[src/rtl/dqsw_wl_sweep_ctrl.sv]
// dqsw_wl_sweep_ctrl
//   Write-leveling sweep sequencer for one DDR4 lane. It fires single DQS
//   strobes through the DQSW training IOD, majority-votes the DQ feedback over
//   SAMPLES strobes per tap, and steps the dynamic delay line up one tap at a
//   time until the first 0->1 feedback transition (DQS aligned to CK).
//
// Ports
//   FAB_CLK                    fabric clock (shared with IOD RX_CLK/TX_CLK)
//   RESET                      asynchronous active-high reset
//   START                      single-cycle sweep request (honoured in IDLE only)
//   WL_FEEDBACK[1:0]           registered DQ RX_DATA; feedback = OR of both bits
//   DELAY_LINE_OUT_OF_RANGE_0  delay line saturated, from the IOD
//   TX_DATA_0[1:0]             DQS strobe data (2'b10 during a strobe)
//   OE_DATA_0[1:0]             DQS output enable (2'b11 during a strobe)
//   DELAY_LINE_MOVE_0          one-cycle tap step
//   DELAY_LINE_DIRECTION_0     step direction, 1 = increment (held while busy)
//   DELAY_LINE_LOAD_0          one-cycle reload of the delay line to tap 0
//   EYE_MONITOR_CLEAR_FLAGS_0  one-cycle pulse at sweep start
//   BUSY                       sweep in progress
//   DONE / ERROR               sticky result flags, cleared by the next START
//   ERR_CODE[1:0]              00 none, 01 no edge found, 10 delay line out of range
//   TAP_COUNT[TAP_W-1:0]       live tap while busy; aligned tap once DONE
//
// state     | meaning
// ----------+------------------------------------------------------------
// IDLE      | waiting for START
// LOAD      | reload delay line to tap 0, clear eye-monitor flags
// STROBE    | drive one DQS strobe
// SETTLE    | wait SETTLE_CYCLES for the feedback to come back
// SAMPLE    | accumulate one feedback vote
// DECIDE    | majority result; edge found, sweep exhausted, or step on
// STEP      | pulse MOVE (increment)
// STEP_WAIT | two cycles for the line to settle, then check out-of-range
// FINISH    | one-cycle exit, flags already latched

module dqsw_wl_sweep_ctrl #(
    parameter int MAX_TAPS      = 128,
    parameter int TAP_W         = 7,
    parameter int SETTLE_CYCLES = 8,
    parameter int SAMPLES       = 5
) (
    input  logic             FAB_CLK,
    input  logic             RESET,
    input  logic             START,
    input  logic [1:0]       WL_FEEDBACK,
    input  logic             DELAY_LINE_OUT_OF_RANGE_0,
    output logic [1:0]       TX_DATA_0,
    output logic [1:0]       OE_DATA_0,
    output logic             DELAY_LINE_MOVE_0,
    output logic             DELAY_LINE_DIRECTION_0,
    output logic             DELAY_LINE_LOAD_0,
    output logic             EYE_MONITOR_CLEAR_FLAGS_0,
    output logic             BUSY,
    output logic             DONE,
    output logic             ERROR,
    output logic [1:0]       ERR_CODE,
    output logic [TAP_W-1:0] TAP_COUNT
);

    localparam int CNT_W = $clog2(SAMPLES + 1);
    localparam int TMR_W = (SETTLE_CYCLES > 1) ? $clog2(SETTLE_CYCLES) : 1;

    // Timer is a down-counter; loading N-1 gives exactly N cycles in the state.
    localparam logic [TMR_W-1:0] SETTLE_LOAD    = TMR_W'(SETTLE_CYCLES - 1);
    localparam logic [TMR_W-1:0] STEP_WAIT_LOAD = TMR_W'(1);
    localparam logic [CNT_W-1:0] LAST_STROBE    = CNT_W'(SAMPLES - 1);
    localparam logic [CNT_W-1:0] VOTE_HALF      = CNT_W'(SAMPLES / 2);
    localparam logic [TAP_W-1:0] LAST_TAP       = TAP_W'(MAX_TAPS - 1);

    typedef enum logic [3:0] {
        S_IDLE, S_LOAD, S_STROBE, S_SETTLE, S_SAMPLE,
        S_DECIDE, S_STEP, S_STEP_WAIT, S_FINISH
    } state_t;

    state_t             state_q, state_d;
    logic [TAP_W-1:0]   tap_q, tap_d;
    logic [CNT_W-1:0]   vote_q, vote_d;
    logic [CNT_W-1:0]   strobe_q, strobe_d;
    logic [TMR_W-1:0]   timer_q, timer_d;
    logic               prev_q, prev_d;
    logic               done_q, done_d;
    logic               error_q, error_d;
    logic [1:0]         err_code_q, err_code_d;

    logic               fb_bit;
    logic               tap_result;

    assign fb_bit     = |WL_FEEDBACK;
    assign tap_result = (vote_q > VOTE_HALF);

    always_ff @(posedge FAB_CLK or posedge RESET) begin
        if (RESET) begin
            state_q    <= S_IDLE;
            tap_q      <= '0;
            vote_q     <= '0;
            strobe_q   <= '0;
            timer_q    <= '0;
            prev_q     <= 1'b0;
            done_q     <= 1'b0;
            error_q    <= 1'b0;
            err_code_q <= 2'b00;
        end else begin
            state_q    <= state_d;
            tap_q      <= tap_d;
            vote_q     <= vote_d;
            strobe_q   <= strobe_d;
            timer_q    <= timer_d;
            prev_q     <= prev_d;
            done_q     <= done_d;
            error_q    <= error_d;
            err_code_q <= err_code_d;
        end
    end

    always_comb begin
        state_d    = state_q;
        tap_d      = tap_q;
        vote_d     = vote_q;
        strobe_d   = strobe_q;
        timer_d    = timer_q;
        prev_d     = prev_q;
        done_d     = done_q;
        error_d    = error_q;
        err_code_d = err_code_q;
        case (state_q)
            S_IDLE: begin
                if (START) begin
                    state_d    = S_LOAD;
                    done_d     = 1'b0;
                    error_d    = 1'b0;
                    err_code_d = 2'b00;
                    tap_d      = '0;
                end
            end
            S_LOAD: begin
                tap_d    = '0;
                prev_d   = 1'b1;   // a tap-0 "1" must not count as an edge
                vote_d   = '0;
                strobe_d = '0;
                state_d  = S_STROBE;
            end
            S_STROBE: begin
                timer_d = SETTLE_LOAD;
                state_d = S_SETTLE;
            end
            S_SETTLE: begin
                if (timer_q == '0) state_d = S_SAMPLE;
                else               timer_d = timer_q - 1'b1;
            end
            S_SAMPLE: begin
                vote_d   = vote_q + CNT_W'(fb_bit);
                strobe_d = strobe_q + 1'b1;
                state_d  = (strobe_q == LAST_STROBE) ? S_DECIDE : S_STROBE;
            end
            S_DECIDE: begin
                if (!prev_q && tap_result) begin
                    done_d  = 1'b1;
                    state_d = S_FINISH;
                end else if (tap_q == LAST_TAP) begin
                    error_d    = 1'b1;
                    err_code_d = 2'b01;
                    state_d    = S_FINISH;
                end else begin
                    prev_d   = tap_result;
                    vote_d   = '0;
                    strobe_d = '0;
                    state_d  = S_STEP;
                end
            end
            S_STEP: begin
                timer_d = STEP_WAIT_LOAD;
                state_d = S_STEP_WAIT;
            end
            S_STEP_WAIT: begin
                if (timer_q != '0) begin
                    timer_d = timer_q - 1'b1;
                end else if (DELAY_LINE_OUT_OF_RANGE_0) begin
                    error_d    = 1'b1;
                    err_code_d = 2'b10;
                    state_d    = S_FINISH;
                end else begin
                    tap_d   = tap_q + 1'b1;
                    state_d = S_STROBE;
                end
            end
            S_FINISH: state_d = S_IDLE;
            default:  state_d = S_IDLE;
        endcase
    end

    always_comb begin
        TX_DATA_0                 = 2'b00;
        OE_DATA_0                 = 2'b00;
        DELAY_LINE_MOVE_0         = 1'b0;
        DELAY_LINE_LOAD_0         = 1'b0;
        EYE_MONITOR_CLEAR_FLAGS_0 = 1'b0;
        BUSY                      = 1'b1;
        case (state_q)
            S_IDLE, S_FINISH: BUSY = 1'b0;
            S_LOAD: begin
                DELAY_LINE_LOAD_0         = 1'b1;
                EYE_MONITOR_CLEAR_FLAGS_0 = 1'b1;
            end
            S_STROBE: begin
                TX_DATA_0 = 2'b10;
                OE_DATA_0 = 2'b11;
            end
            S_STEP:  DELAY_LINE_MOVE_0 = 1'b1;
            default: ;
        endcase
        DELAY_LINE_DIRECTION_0 = BUSY;
    end

    assign DONE      = done_q;
    assign ERROR     = error_q;
    assign ERR_CODE  = err_code_q;
    assign TAP_COUNT = tap_q;

endmodule

[config.mk]
export PLATFORM = sky130hd
export DESIGN_NAME = dqsw_wl_sweep_ctrl
export DESIGN_NICKNAME = d
export VERILOG_FILES = /design/src/rtl/dqsw_wl_sweep_ctrl.sv
export SDC_FILE = /design/constraint.sdc
export NUM_CORES = 1
export LEC_CHECK = 0
export ABC_CLOCK_PERIOD_IN_PS = 1700
export BUFFER_PORTS_ARGS = -buffer_cell sky130_fd_sc_hd__buf_4
export CAP_MARGIN = 10
export CORE_ASPECT_RATIO = 1.25
export CORE_MARGIN = 5
export CORE_UTILIZATION = 45
export DETAILED_ROUTE_END_ITERATION = 6
export GPL_TIMING_DRIVEN = 0
export MAX_ROUTING_LAYER = met4
export PLACE_DENSITY = 0.65
export SETUP_SLACK_MARGIN = 0.15
export SLEW_MARGIN = 5
export SYNTH_ARGS = -nofsm -noshare
export SYNTH_HDL_FRONTEND = slang
export SYNTH_SLANG_ARGS = --single-unit
[constraint.sdc]
create_clock -name FAB_CLK -period 1.7 [get_ports FAB_CLK]
set_clock_uncertainty 0.1 [all_clocks]
set_input_delay 0.17 -clock FAB_CLK [delete_from_list [all_inputs] [get_ports FAB_CLK]]
set_output_delay 0.17 -clock FAB_CLK [all_outputs]
set_load 0.05 [all_outputs]
==> out/results.ini, run 1 <==
[clocking]
clkSinkCount=25
clkLatencyLatePin_ns=0.28
clk_pin_slew_ns=0.09
root_buffer=clkbuf_8
numCtsBuffers=3
clock_path_buffers=2
ctsHoldBuffers=0
cts_tree=done
htree_levels=1

[final_layout]
final_common_cell=buf_4
n_fill_cell=202
drive_above_1_share_pct=57.6
areaGrowthSynthToFinish_pct=72.7
final_cell_mix=54 x buf_4, 19 x buf_6, 15 x dfrtp_1
insertedDiodeCount=0
final_nets=264

[synthesis]
synth-simple-area-share_pct=23.3
synthAdderAreaFrac_pct=5.56
syn-instance-count=176
synth_area_um2=1570
synth_flop_cell=dfrtp_1
syn_nets=189
yosys_warnings=0
yosysSeqAreaShare_pct=39.7
synthXorXnorAreaFrac_pct=0.556
synth-compound-area-share_pct=22.7
synthMuxAreaShare_pct=0.715
synth_top_family_by_area=simple AND/OR/NAND/NOR gates
async_flop_share_pct=100
synth_edf_count=0
ys_types=50
synth-seq-cells=25
syn_avg_cell_area_um2=8.94

[sta]
fmax_ghz=0.536
min_period_ns=1.87
setup_violations=18
max_slew.worst_pin.slew_ns=1.03
slew-limit-headroom_pct=31.0
worst_slack_ns=-0.167
rsz0062_at_grt=true
whs_ns=0.0344
final-hold-violation-count=0
timing.final.crit_share_pct=110
slew_viol_final=0

[setup_path]
critical_path_class=flop to flop
regToRegSetupSlack_ns=-0.17
rr_endpoint=TAP_COUNT[5]$_DFFE_PP0P_
worstPathArrival_ns=1.94
required_ns=1.77
regToRegStartpoint=state_q[3]$_DFFE_PP0P_
crit_path_max_fanout=6
worstSetupStartpoint=state_q[3]$_DFFE_PP0P_
cp-end-kind=flop
reg2reg_depth=6
cp-start-kind=flop

[floorplan]
fp.dieArea_um2=4790
fp.dieH_um=76.1
start_util_pct=46.0
die_w_um=62.9
ios=26
row_count=24
core_um2=3420

[place]
dp_slack_ns=-0.306
io_buffers=24
hpwl_um=2940
place.gp.congestion=0.831

[detailed_routing]
drtIter0Drc=130
post_drt_wl_per_cell_um=20.3
drc=0
avgViaCountPerCell=6.17
drtPass1Iterations=4
vias=1782
ant_nets=0
wirelength_um=5860

[power_and_ir_drop]
p_per_area_nw_per_um2=1760
worst_ir_drop_vdd_mv=1.25
power.leakage_nw=1.22

[grt]
gr-total-overflow=0
grt_max_degree=26
grt_pass1_vias=1811
grt.total_usage_pct=22.9
antenna_found_initial=0
grt_pass1_wl_um=8670

[run]
maxCapViolCount=0

[run_status]
status=finished, violations left
violations=setup timing

[worst_hold_path]
worstHoldPathType=input pin to asynchronous set/reset pin

[repair_timing]
action / in CTS / in global routing
setup endpoints to repair: 31 / 33
setup buffers: 38 / 7
cloned: 0 / 1
pin swaps: 19 / 14
resized for setup: 56 / 32
[where the power goes]
group / total [W] / internal [W] / switching [W]
combinational: 0.00344 / 0.00160 / 0.00184
sequential: 0.000950 / 0.000770 / 0.000180
clock: 0.000380 / 0.000169 / 0.000211
total: 0.00477 / 0.00254 / 0.00223
[metal layers]
| layer | vias up | track usage [%] | part of all wire [%] |
|---|---|---|---|
| met5 | - | - | 0 |
| met4 | 0 | 15.1 | 5.2 |
| met3 | 30 | 3.83 | 4.3 |
| met2 | 70 | 38.6 | 53 |
| met1 | 886 | 24.2 | 38 |
| li1 | 796 | - | - |
[cell families after synthesis]
family / Yosys count
adder cells (fa/ha/maj): 7
flip-flops: 25
AO/OA/AOI/OAI: 52
buffers and inverters: 22
other: 1
AND/OR/NAND/NOR: 67
multiplexers: 1
XOR/XNOR: 1
[cells in the mapped netlist, types with 5 or more instances]
master | instances | area share, %
a21oi_1 | 12 | 3.8
buf_4 | 5 | 2.4
dfrtp_1 | 25 | 40
ha_1 | 7 | 5.6
inv_1 | 8 | 1.9
nand2_1 | 14 | 3.3
nand2b_1 | 6 | 2.4
nand3_1 | 5 | 1.6
nor2_1 | 13 | 3.1
nor3_1 | 7 | 2.2
o21ai_1 | 6 | 1.9
[worst max-delay path, stage by stage (launching register included)]
cell and delay [ns]:
dfrtp_2 0.48, or3_4 0.43, o31a_1 0.16, buf_8 0.16, buf_6 0.13, o31ai_2 0.20, a21oi_1 0.09
[per-stage QoR]
stage,power [W],instances,util (%),instance area [um^2],setup TNS [ns]
finish,0.00477,289,79.4,2720,-1.64
global route,0.00502,289,79.4,2720,-2.47
CTS,0.00424,281,73.4,2510,-0.908
detailed placement,0.00308,239,56.8,1940,-2.10
global placement,0.00303,239,56.8,1940,-1.37
floorplan,0.00260,176,-,1710,-0.683
[flip-flops by register name (all words and copies together) (netlist names)]
name	cells
state_q	4
strobe_q	3
ERR_CODE	2
TAP_COUNT	7
vote_q	3
prev_q	1
timer_q	3
ERROR	1
DONE	1
[layout make-up]
type                       count  area (um^2)  share of cell area (%)
buffer                        13          168                    6.17
clock buffer                   4         45.0                    1.66
sequential                    25          638                    23.5
inverter                       9         33.8                    1.24
tap                           39         48.8                    1.79
multi-input combinational    129         1180                    43.5
timing repair buffer          70          602                    22.1
[how the worst max path moves through the flow]
stage                               end  slack [ns]  cells past startpoint
2_1_floorplan              OE_DATA_0[1]        -0.1                      4
3_3_place_gp   TAP_COUNT[6]$_DFFE_PP0P_       -0.20                      6
3_5_place_dp   TAP_COUNT[3]$_DFFE_PP0P_       -0.31                      7
4_1_cts        TAP_COUNT[1]$_DFFE_PP0P_       -0.11                      9
5_1_grt        TAP_COUNT[5]$_DFFE_PP0P_       -0.20                      6
6_report       TAP_COUNT[5]$_DFFE_PP0P_       -0.17                      6
Note: power is estimated with default switching activity, not from simulation.
==> inputs of run 2 (changes only) <==
--- a/config.mk
+++ b/config.mk
@@ -15,6 +15,7 @@
 export GPL_TIMING_DRIVEN = 0
 export MAX_ROUTING_LAYER = met4
 export PLACE_DENSITY = 0.65
+export RECOVER_POWER = 100
 export SETUP_SLACK_MARGIN = 0.15
 export SLEW_MARGIN = 5
 export SYNTH_ARGS = -nofsm -noshare
==> run 2 against run 1 <==
Net effect:
- the flow still finishes with violations (setup timing)
- sequential cell count stayed put
- global-route usage unchanged
- first-iteration DRC count decreased by 6.2%
- count of clock-buffer cells in the layout is the same
- utilization is 0.84 points lower
- register-to-register slack is essentially flat
- via count increased by 0.34%
- final cell count did not move
- die area did not move
- power is 0.73% lower
- worst setup slack got worse by 0.0045 ns
- sequential power about the same
- critical endpoint unchanged
- largest power group unchanged
==> out/results.ini, run 2 (same netlist as run 1, synthesis figures left out) <==
[place]
io_buffers=24  ; unchanged
place.gp.congestion=0.831  ; unchanged
hpwl_um=2940  ; unchanged
dp_slack_ns=-0.306  ; unchanged

[final_layout]
drive_above_1_share_pct=55.6  ; was 57.6%
final_cell_mix=44 x buf_4, 19 x buf_6, 15 x dfrtp_1  ; was 54 x buf_4, 19 x buf_6, 15 x dfrtp_1
final_util_pct=78.6  ; was 79.4%
areaGrowthSynthToFinish_pct=70.9  ; was 72.7%
insertedDiodeCount=0  ; unchanged
final_common_cell=buf_4  ; unchanged
final_nets=264  ; unchanged
largest_reg_flops=7  ; unchanged

[floorplan]
core_um2=3420  ; unchanged
ios=26  ; unchanged
start_util_pct=46.0  ; unchanged
fp.dieArea_um2=4790  ; unchanged
row_count=24  ; unchanged
fp.dieH_um=76.1  ; unchanged
die_w_um=62.9  ; unchanged

[setup_path]
cp-end-kind=flop  ; unchanged
worstPathArrival_ns=1.94  ; about the same
worstSetupStartpoint=state_q[3]$_DFFE_PP0P_  ; unchanged
critical_path_class=flop to flop  ; unchanged
slowest_delay_ns=0.48  ; about the same
crit_path_max_fanout=6  ; unchanged
slowest_stage=dfrtp_2  ; unchanged
path_cells=or3_4, o31a_1, buf_8, buf_6, o31ai_2, a21oi_1  ; unchanged
cp-start-kind=flop  ; unchanged
regToRegStartpoint=state_q[3]$_DFFE_PP0P_  ; unchanged
required_ns=1.77  ; about the same

[grt]
antenna_found_initial=0  ; unchanged
gr-total-overflow=0  ; unchanged
grt.total_usage_pct=22.9  ; unchanged
grt_pass1_vias=1811  ; unchanged
grt_max_degree=26  ; unchanged
grt_pass1_wl_um=8670  ; unchanged

[sta]
timing.final.crit_share_pct=110  ; about the same
fmax_ghz=0.534  ; was 0.536 GHz
fin_setup_tns_ns=-1.60  ; was -1.64 ns
setup_violations=17  ; was 18
slew_viol_final=0  ; unchanged
rsz0062_at_grt=true  ; unchanged
slew-limit-headroom_pct=31.2  ; was 31.0%
final-hold-violation-count=0  ; unchanged
min_period_ns=1.87  ; about the same
max_slew.worst_pin.slew_ns=1.03  ; about the same
worst_slack_ns=-0.172  ; was -0.167 ns
whs_ns=0.0385  ; was 0.0344 ns

[power_and_ir_drop]
intPower_w=0.00251  ; was 0.00254 W
combPwrFrac_pct=72.0  ; was 72.1%
worst_ir_drop_vdd_mv=1.25  ; about the same
clkPwrFrac_pct=8.0  ; about the same
pwr-share-seq_pct=20.0  ; was 19.9%
power.leakage_nw=1.19  ; was 1.22 nW
finalPower_w=0.00474  ; was 0.00477 W
p_sw_share_pct=47.1  ; was 46.8%
p_switching_w=0.00223  ; about the same
p_per_area_nw_per_um2=1760  ; about the same

[clocking]
root_buffer=clkbuf_8  ; unchanged
clkLatencyLatePin_ns=0.28  ; about the same
cts_tree=done  ; unchanged
clock_path_buffers=2  ; unchanged
clk_pin_slew_ns=0.09  ; about the same
clkSinkCount=25  ; unchanged
htree_levels=1  ; unchanged
numCtsBuffers=3  ; unchanged

[run_status]
status=finished, violations left  ; unchanged
violations=setup timing  ; unchanged

[detailed_routing]
ant_nets=0  ; unchanged
drc=0  ; unchanged
drtIter0Drc=122  ; was 130
post_drt_wl_per_cell_um=20.2  ; was 20.3 um
avgViaCountPerCell=6.19  ; was 6.17
wirelength_um=5850  ; was 5860 um
vias=1788  ; was 1,782
drtPass1Iterations=4  ; unchanged

[run]
maxCapViolCount=0  ; unchanged

[worst_hold_path]
worstHoldPathType=input pin to asynchronous set/reset pin  ; unchanged

run 2: path summary, 6_finish.rpt:
| path | endpoint | slack (ns) | cells past startpoint |
|---|---|---|---|
| min in group FAB_CLK | state_q[3]$_DFFE_PP0P_ | 0.14 | 3 |
| max in group asynchronous | state_q[3]$_DFFE_PP0P_ | 0.77 | 2 |
| min | ERR_CODE[1]$_DFFE_PP0P_ | 0.04 | 2 |
| max reg2reg | TAP_COUNT[5]$_DFFE_PP0P_ | -0.17 | 6 |
| min reg2reg | timer_q[0]$_DFFE_PP0P_ | 0.41 | 1 |
| max | TAP_COUNT[5]$_DFFE_PP0P_ | -0.17 | 6 |
run 2: through the flow:
step	std cells	instance area (um^2)
floorplan	176	1710
global placement	239	1940
detailed placement	239	1940
CTS	281	2510
global route	289	2690
finish	289	2690
run 2: power by group through the flow:
| stage | registers (W) | logic (W) | clock network [W] |
|---|---|---|---|
| after floorplan | 0.00104 | 0.00156 | 0 |
| after global placement | 0.000921 | 0.00211 | 0 |
| after detailed placement | 0.000935 | 0.00214 | 0 |
| after CTS | 0.000924 | 0.00294 | 0.000376 |
| after global routing | 0.000976 | 0.00361 | 0.000408 |
| final | 0.000949 | 0.00341 | 0.000377 |
run 2: worst max-delay path, delay by kind of cell (launching register included):
kind / cells / cell delay, ns
flops: 1 / 0.48
compound gates: 3 / 0.47
simple gates: 1 / 0.43
buf+inv: 2 / 0.29
run 2: routing by layer:
layer	global-route usage (%)	up-vias	share of wire [%]
li1	-	797	-
met3	3.83	30	4.8
met1	24.2	884	37
met5	-	-	0
met2	38.6	77	53
met4	15.1	0	5.3
run 2: timing repair:
item,CTS,global route
resized for setup,56,32
gates cloned,0,1
pin swaps,19,14
hold buffers,0,0
endpoints found under the setup margin,31,33
setup buffers,38,7
hold endpoints to repair,0,0
run 2: final cells by class:
class / count / area, um^2
multi-input cells: 129 / 1180
fillers: 213 / 733
flip-flops and latches: 25 / 638
repair buffers: 70 / 573
plain buffers: 13 / 168
well taps: 39 / 48.8
clock buffers: 4 / 45.0
inverters: 9 / 33.8
